$ cat src/rtl/mips32_pkg.sv
// Shared constants and helpers for the mips32 bus-side blocks.
package mips32_pkg;

    localparam int MODE_FIXED = 0;
    localparam int MODE_RR    = 1;

    // Channel-index width; a single channel still gets a 1-bit index.
    function automatic int sel_width(input int n);
        return (n <= 2) ? 1 : $clog2(n);
    endfunction

endpackage

$ cat src/rtl/rr_arbiter.sv
// Combinational request picker: fixed priority (lowest index) or
// round-robin search starting at rr_ptr and wrapping N-1 -> 0.
module rr_arbiter
    import mips32_pkg::*;
#(
    parameter int N    = 3,
    parameter int MODE = MODE_FIXED,
    parameter int SELW = sel_width(N)   // derived, leave at default
) (
    input  logic [N-1:0]    req,
    input  logic [SELW-1:0] rr_ptr,
    output logic [SELW-1:0] grant_idx,
    output logic            any_req
);

    int   idx;
    logic found;

    // Walk the N candidates in policy order and keep the first requester.
    always_comb begin
        grant_idx = '0;
        found     = 1'b0;
        idx       = 0;
        for (int k = 0; k < N; k++) begin
            idx = (MODE == MODE_RR) ? int'(rr_ptr) + k : k;
            if (idx >= N) idx = idx - N;
            if (!found && req[idx]) begin
                found     = 1'b1;
                grant_idx = SELW'(idx);
            end
        end
        any_req = |req;
    end

endmodule

$ cat src/rtl/mux_arb.sv
// N-input arbitrated multiplexer with valid/ready handshake, burst lock
// and a single registered output stage (1 beat/cycle sustained).
module mux_arb
    import mips32_pkg::*;
#(
    parameter int WIDTH = 32,
    parameter int N     = 3,
    parameter int MODE  = MODE_FIXED,
    parameter int SELW  = sel_width(N)  // derived, leave at default
) (
    input  logic               clock,
    input  logic               reset_n,
    input  logic [N*WIDTH-1:0] in_data,
    input  logic [N-1:0]       in_valid,
    input  logic [N-1:0]       in_last,
    output logic [N-1:0]       in_ready,
    output logic [WIDTH-1:0]   out_data,
    output logic [SELW-1:0]    out_sel,
    output logic               out_last,
    output logic               out_valid,
    input  logic               out_ready
);

    logic             locked;
    logic [SELW-1:0]  lock_idx;
    logic [SELW-1:0]  rr_ptr;
    logic [SELW-1:0]  arb_grant;
    logic [SELW-1:0]  grant;
    logic             any_valid;
    logic             can_load;
    logic             xfer;
    logic [WIDTH-1:0] sel_data;
    logic             sel_last;
    logic             sel_valid;

    rr_arbiter #(
        .N    (N),
        .MODE (MODE),
        .SELW (SELW)
    ) u_arb (
        .req       (in_valid),
        .rr_ptr    (rr_ptr),
        .grant_idx (arb_grant),
        .any_req   (any_valid)
    );

    // Grant resolution and the granted channel's beat; a held lock overrides the arbiter.
    always_comb begin
        grant     = locked ? lock_idx : arb_grant;
        sel_data  = '0;
        sel_last  = 1'b0;
        sel_valid = 1'b0;
        for (int i = 0; i < N; i++) begin
            if (grant == SELW'(i)) begin
                sel_data  = in_data[i*WIDTH +: WIDTH];
                sel_last  = in_last[i];
                sel_valid = in_valid[i];
            end
        end
    end

    // Accept only while reset is released so producers see no ready during reset.
    always_comb begin
        can_load = reset_n && (!out_valid || out_ready);
        in_ready = '0;
        for (int i = 0; i < N; i++) begin
            in_ready[i] = can_load && any_valid && (grant == SELW'(i));
        end
        xfer = can_load && any_valid && sel_valid;
    end

    // Output register, burst lock and round-robin pointer.
    always_ff @(posedge clock or negedge reset_n) begin
        if (!reset_n) begin
            out_valid <= 1'b0;
            out_data  <= '0;
            out_sel   <= '0;
            out_last  <= 1'b0;
            locked    <= 1'b0;
            lock_idx  <= '0;
            rr_ptr    <= '0;
        end else if (xfer) begin
            out_valid <= 1'b1;
            out_data  <= sel_data;
            out_sel   <= grant;
            out_last  <= sel_last;
            locked    <= !sel_last;
            lock_idx  <= grant;
            if (sel_last) begin
                rr_ptr <= (grant == SELW'(N-1)) ? '0 : grant + SELW'(1);
            end
        end else if (out_ready) begin
            out_valid <= 1'b0;
        end
    end

endmodule
$ cat config.mk
export PLATFORM = sky130hd
export DESIGN_NAME = mux_arb
export DESIGN_NICKNAME = d
export VERILOG_FILES = /design/src/rtl/mips32_pkg.sv /design/src/rtl/rr_arbiter.sv /design/src/rtl/mux_arb.sv
export SDC_FILE = /design/constraint.sdc
export NUM_CORES = 1
export LEC_CHECK = 0
export CORE_UTILIZATION = 40
export DETAILED_ROUTE_END_ITERATION = 10
export DONT_BUFFER_PORTS = 1
export GPL_TIMING_DRIVEN = 0
export SKIP_CTS_REPAIR_TIMING = 1
export SLEW_MARGIN = 20
export SYNTH_ARGS = -nofsm -noshare
export SYNTH_HDL_FRONTEND = slang
export SYNTH_SLANG_ARGS = --single-unit
export TNS_END_PERCENT = 30
$ cat constraint.sdc
create_clock -name clock -period 1.5 [get_ports clock]
set_input_delay 0.225 -clock clock [delete_from_list [all_inputs] [get_ports clock]]
set_output_delay 0.225 -clock clock [all_outputs]
set_load 0.01 [all_outputs]
==> summary.md <==
| Metric | Value |
|---|---|
| Status | complete, but fails checks |
| Failing checks | negative setup slack |
| CTS tree | done |
| Slew margin rel. | 66.4% |
| Area share of fa/ha/maj cells after synthesis | 0% |
| Setup crit start kind | flip-flop |
| Tmin final | 1.96 ns |
| Setup Skew | 0.00231 ns |
| Max Slew Vio Count | 0 |
| Final RePlAce weighted congestion | 0.764 |
| Cells after Synth | 194 |
| Clk Tree Root Cell | clkbuf_8 |
| Fillers | 456 |
| Overflow after GRT | 0 |
| Slowest CP cell | or4b_4 |
| Fin nets | 317 |
| Die height | 72.0 um |
| Pwr/cell area | around 2000 mW/mm2 |
| Final core utilization | 49.6% |
| Final non-filler cell total | 279 |
| Actual slew at the worst max-slew pin | 0.503 ns |
| Synth Area in XOR/XNOR | 0% |
| Vias per inst | 6.58 |
| Synth Net Count | about 300 |
| Boundary Pins | 144 |
| Starting DRC count in detailed routing | 193 |
| Setup_tns | -11.79 ns |
| Vias | 1837 |
| DIE AREA | 0.00519 mm2 |
| Antenna-violating nets left | 0 |
| Avg Inst Size Synth | 10.1 um2 |
| Die width | 72.0 um |
| CTS sink cnt | 37 |
| CP required | 1.27 ns |
| HPWL after DPL | roughly 4500 um |
| Final Hold Vio Count | 0 |
| Critical path type | reg -> out |
| Largest family of logic cells by synthesized area | compound AO/OA/AOI/OAI gates |
| Standard-cell rows | 25 |
| Commonest non-fill, non-tap cell in the layout | o21ai_0 |
| Crit end category | output pin |
| Starting density of the core | 41.5% |
| Dpl cells | 261 |
| Core footprint | 0.00472 mm2 |
| Delay-heaviest family, CP | simple AND/OR/NAND/NOR gates |
| Maximum clock rate | roughly 0.51 GHz |
| Crit Path Max Fanout | 8 |
| Clk_lat worst skew | 0.28 ns |
| Commonest non-fill, non-tap cells in the layout | o21ai_0 (45), dfrtp_1 (35), a222oi_1 (30) |
| Routed WL | 6200 um |
| Unique masters post-synth | 28 |
| Fraction of layout cells with a size suffix above 1 | around 23% |
| Final setup viols | 40 |
| TritonCTS buffer count | 5 |
| Initial antenna violation count | 0 |
| Drc violations | 0 |
| Most frequent CP cell | buf_6 |
| Mux cell area share after synthesis | 0% |
| Largest net degree at the start of global routing | 40 |
| Global Route Usage Sum | 23.0% |
| Pre-CTS setup slack | -0.412 ns |
| CP cell instances | buf_6 -> or4b_4 -> o21ai_4 -> buf_6 -> nor2b_4 |
| Worst hold path class | in -> reg |
| Routed WL per cell | 22.2 um |
| WP buf/inv | 2 |
| Hold_ws | 0.0953 ns |
| Clock tree buffer depth | 2 |
| Maxcap violations | 0 |
| Final worst-path cycle share | 130% |
| First drt pass iteration count | 6 |
| Crit path arrival time | 1.73 ns |
| Synthesis-to-finish area growth | 19.5% |
| Post-synthesis sequential area ratio | 47.2% |
| Clk slew on worst S/H paths | 0.07 ns |
| Port Buffers | 0 |
| First-pass GRT wire length | 9040 um |
| Ant. Diodes | 0 |
| Ys Warns | 0 |
| Synth Area in Compound Gates | about 40% |
| Htree depth | 2 |
| Yosys reg bits | 37 |
| P_leak | 0.908 nW |
| Netlist Area Pre-Place | between 0.0015 and 0.002 mm2 |
| Peak supply drop | 0.000737 V |
| Vias in the first global route | 1903 |
| RSZ-0062 raised after global routing | true |
| Crit-path max cell delay | 0.54 ns |
| Setup ws final | -0.456 ns |
| Area share of and/or/nand/nor cells after synthesis | 7.27% |
cells by family after synthesis:
kind of cell,Yosys count
AOI/OAI and AO/OA,113
DFF,37
and+or+nand+nor,24
buffers and inverters,20
report_power, final:
group	internal [mW]	leakage (nW)	switching, mW
registers	1.46	0.457	0.567
logic	0.916	0.407	1.07
clock network	0.364	0.0443	0.324
total	2.74	0.908	1.96
registers in the layout, indices dropped and copies added (netlist names):
register and cells:
locked 1, lock_idx 2, out_valid 1, out_data 32
out_last 1
per-stage QoR:
step           total power [mW]  instance area (um2)
6_report                   4.70                 2340
5_1_grt                    5.02                 2340
2_1_floorplan              3.26                 2000
3_3_place_gp               3.63                 2090
4_1_cts                    4.45                 2170
3_5_place_dp               3.75                 2090
path summary, 6_finish.rpt:
path | cells past startpoint | start | to | slack, ns
max | 5 | locked$_DFFE_PN0P_ | in_ready[2] | -0.46
min | 2 | in_valid[1] | lock_idx[0]$_DFFE_PN0P_ | 0.1
max reg2reg | 7 | locked$_DFFE_PN0P_ | out_data[18]$_DFFE_PN0P_ | -0.38
min reg2reg | 1 | out_data[25]$_DFFE_PN0P_ | out_data[25]$_DFFE_PN0P_ | 0.58
max in group asynchronous | 2 | reset_n | lock_idx[1]$_DFFE_PN0P_ | 0.90
min in group asynchronous | 2 | reset_n | lock_idx[0]$_DFFE_PN0P_ | 0.40
synthesized netlist by cell type:
library cell | n | area share, %
dfrtp_1 | 37 | 47
o31a_1 | 1 | 0.45
nor2_1 | 3 | 0.57
or4b_1 | 1 | 0.51
or3_1 | 1 | 0.32
o2111ai_2 | 1 | 0.77
o21ai_0 | 48 | 12
o21ai_2 | 3 | 1.3
a21oi_1 | 3 | 0.77
or3b_2 | 1 | 0.45
or2_1 | 1 | 0.32
nand3_1 | 5 | 1.3
nor2b_1 | 4 | 1.3
o22a_1 | 3 | 1.3
o2bb2ai_1 | 2 | 0.89
a222oi_1 | 30 | 15
clkbuf_1 | 9 | 1.7
buf_4 | 2 | 0.77
a2bb2oi_1 | 1 | 0.45
nor4b_1 | 1 | 0.45
nand2b_1 | 1 | 0.32
a211o_1 | 3 | 1.3
and2_1 | 1 | 0.32
o21ai_1 | 18 | 4.6
buf_6 | 4 | 2.3
nand2_1 | 4 | 0.77
or4b_4 | 1 | 0.70
buf_2 | 5 | 1.3
per-layer routing:
metal | global-route usage [%] | wire, um
met1 | 25.1 | 2280
met2 | 42.3 | 3320
met3 | 6.67 | 497
met4 | 8.28 | 97
met5 | 0 | 0
layout make-up:
class	count	area (um2)	share of cell area [%]
multi-input cells	137	982	41.9
flip-flops and latches	37	928	39.6
plain buffers	20	163	6.94
repair buffers	11	101	4.32
clock buffers	7	86.3	3.68
well taps	67	83.8	3.58
(Power assumes the default switching activity.)
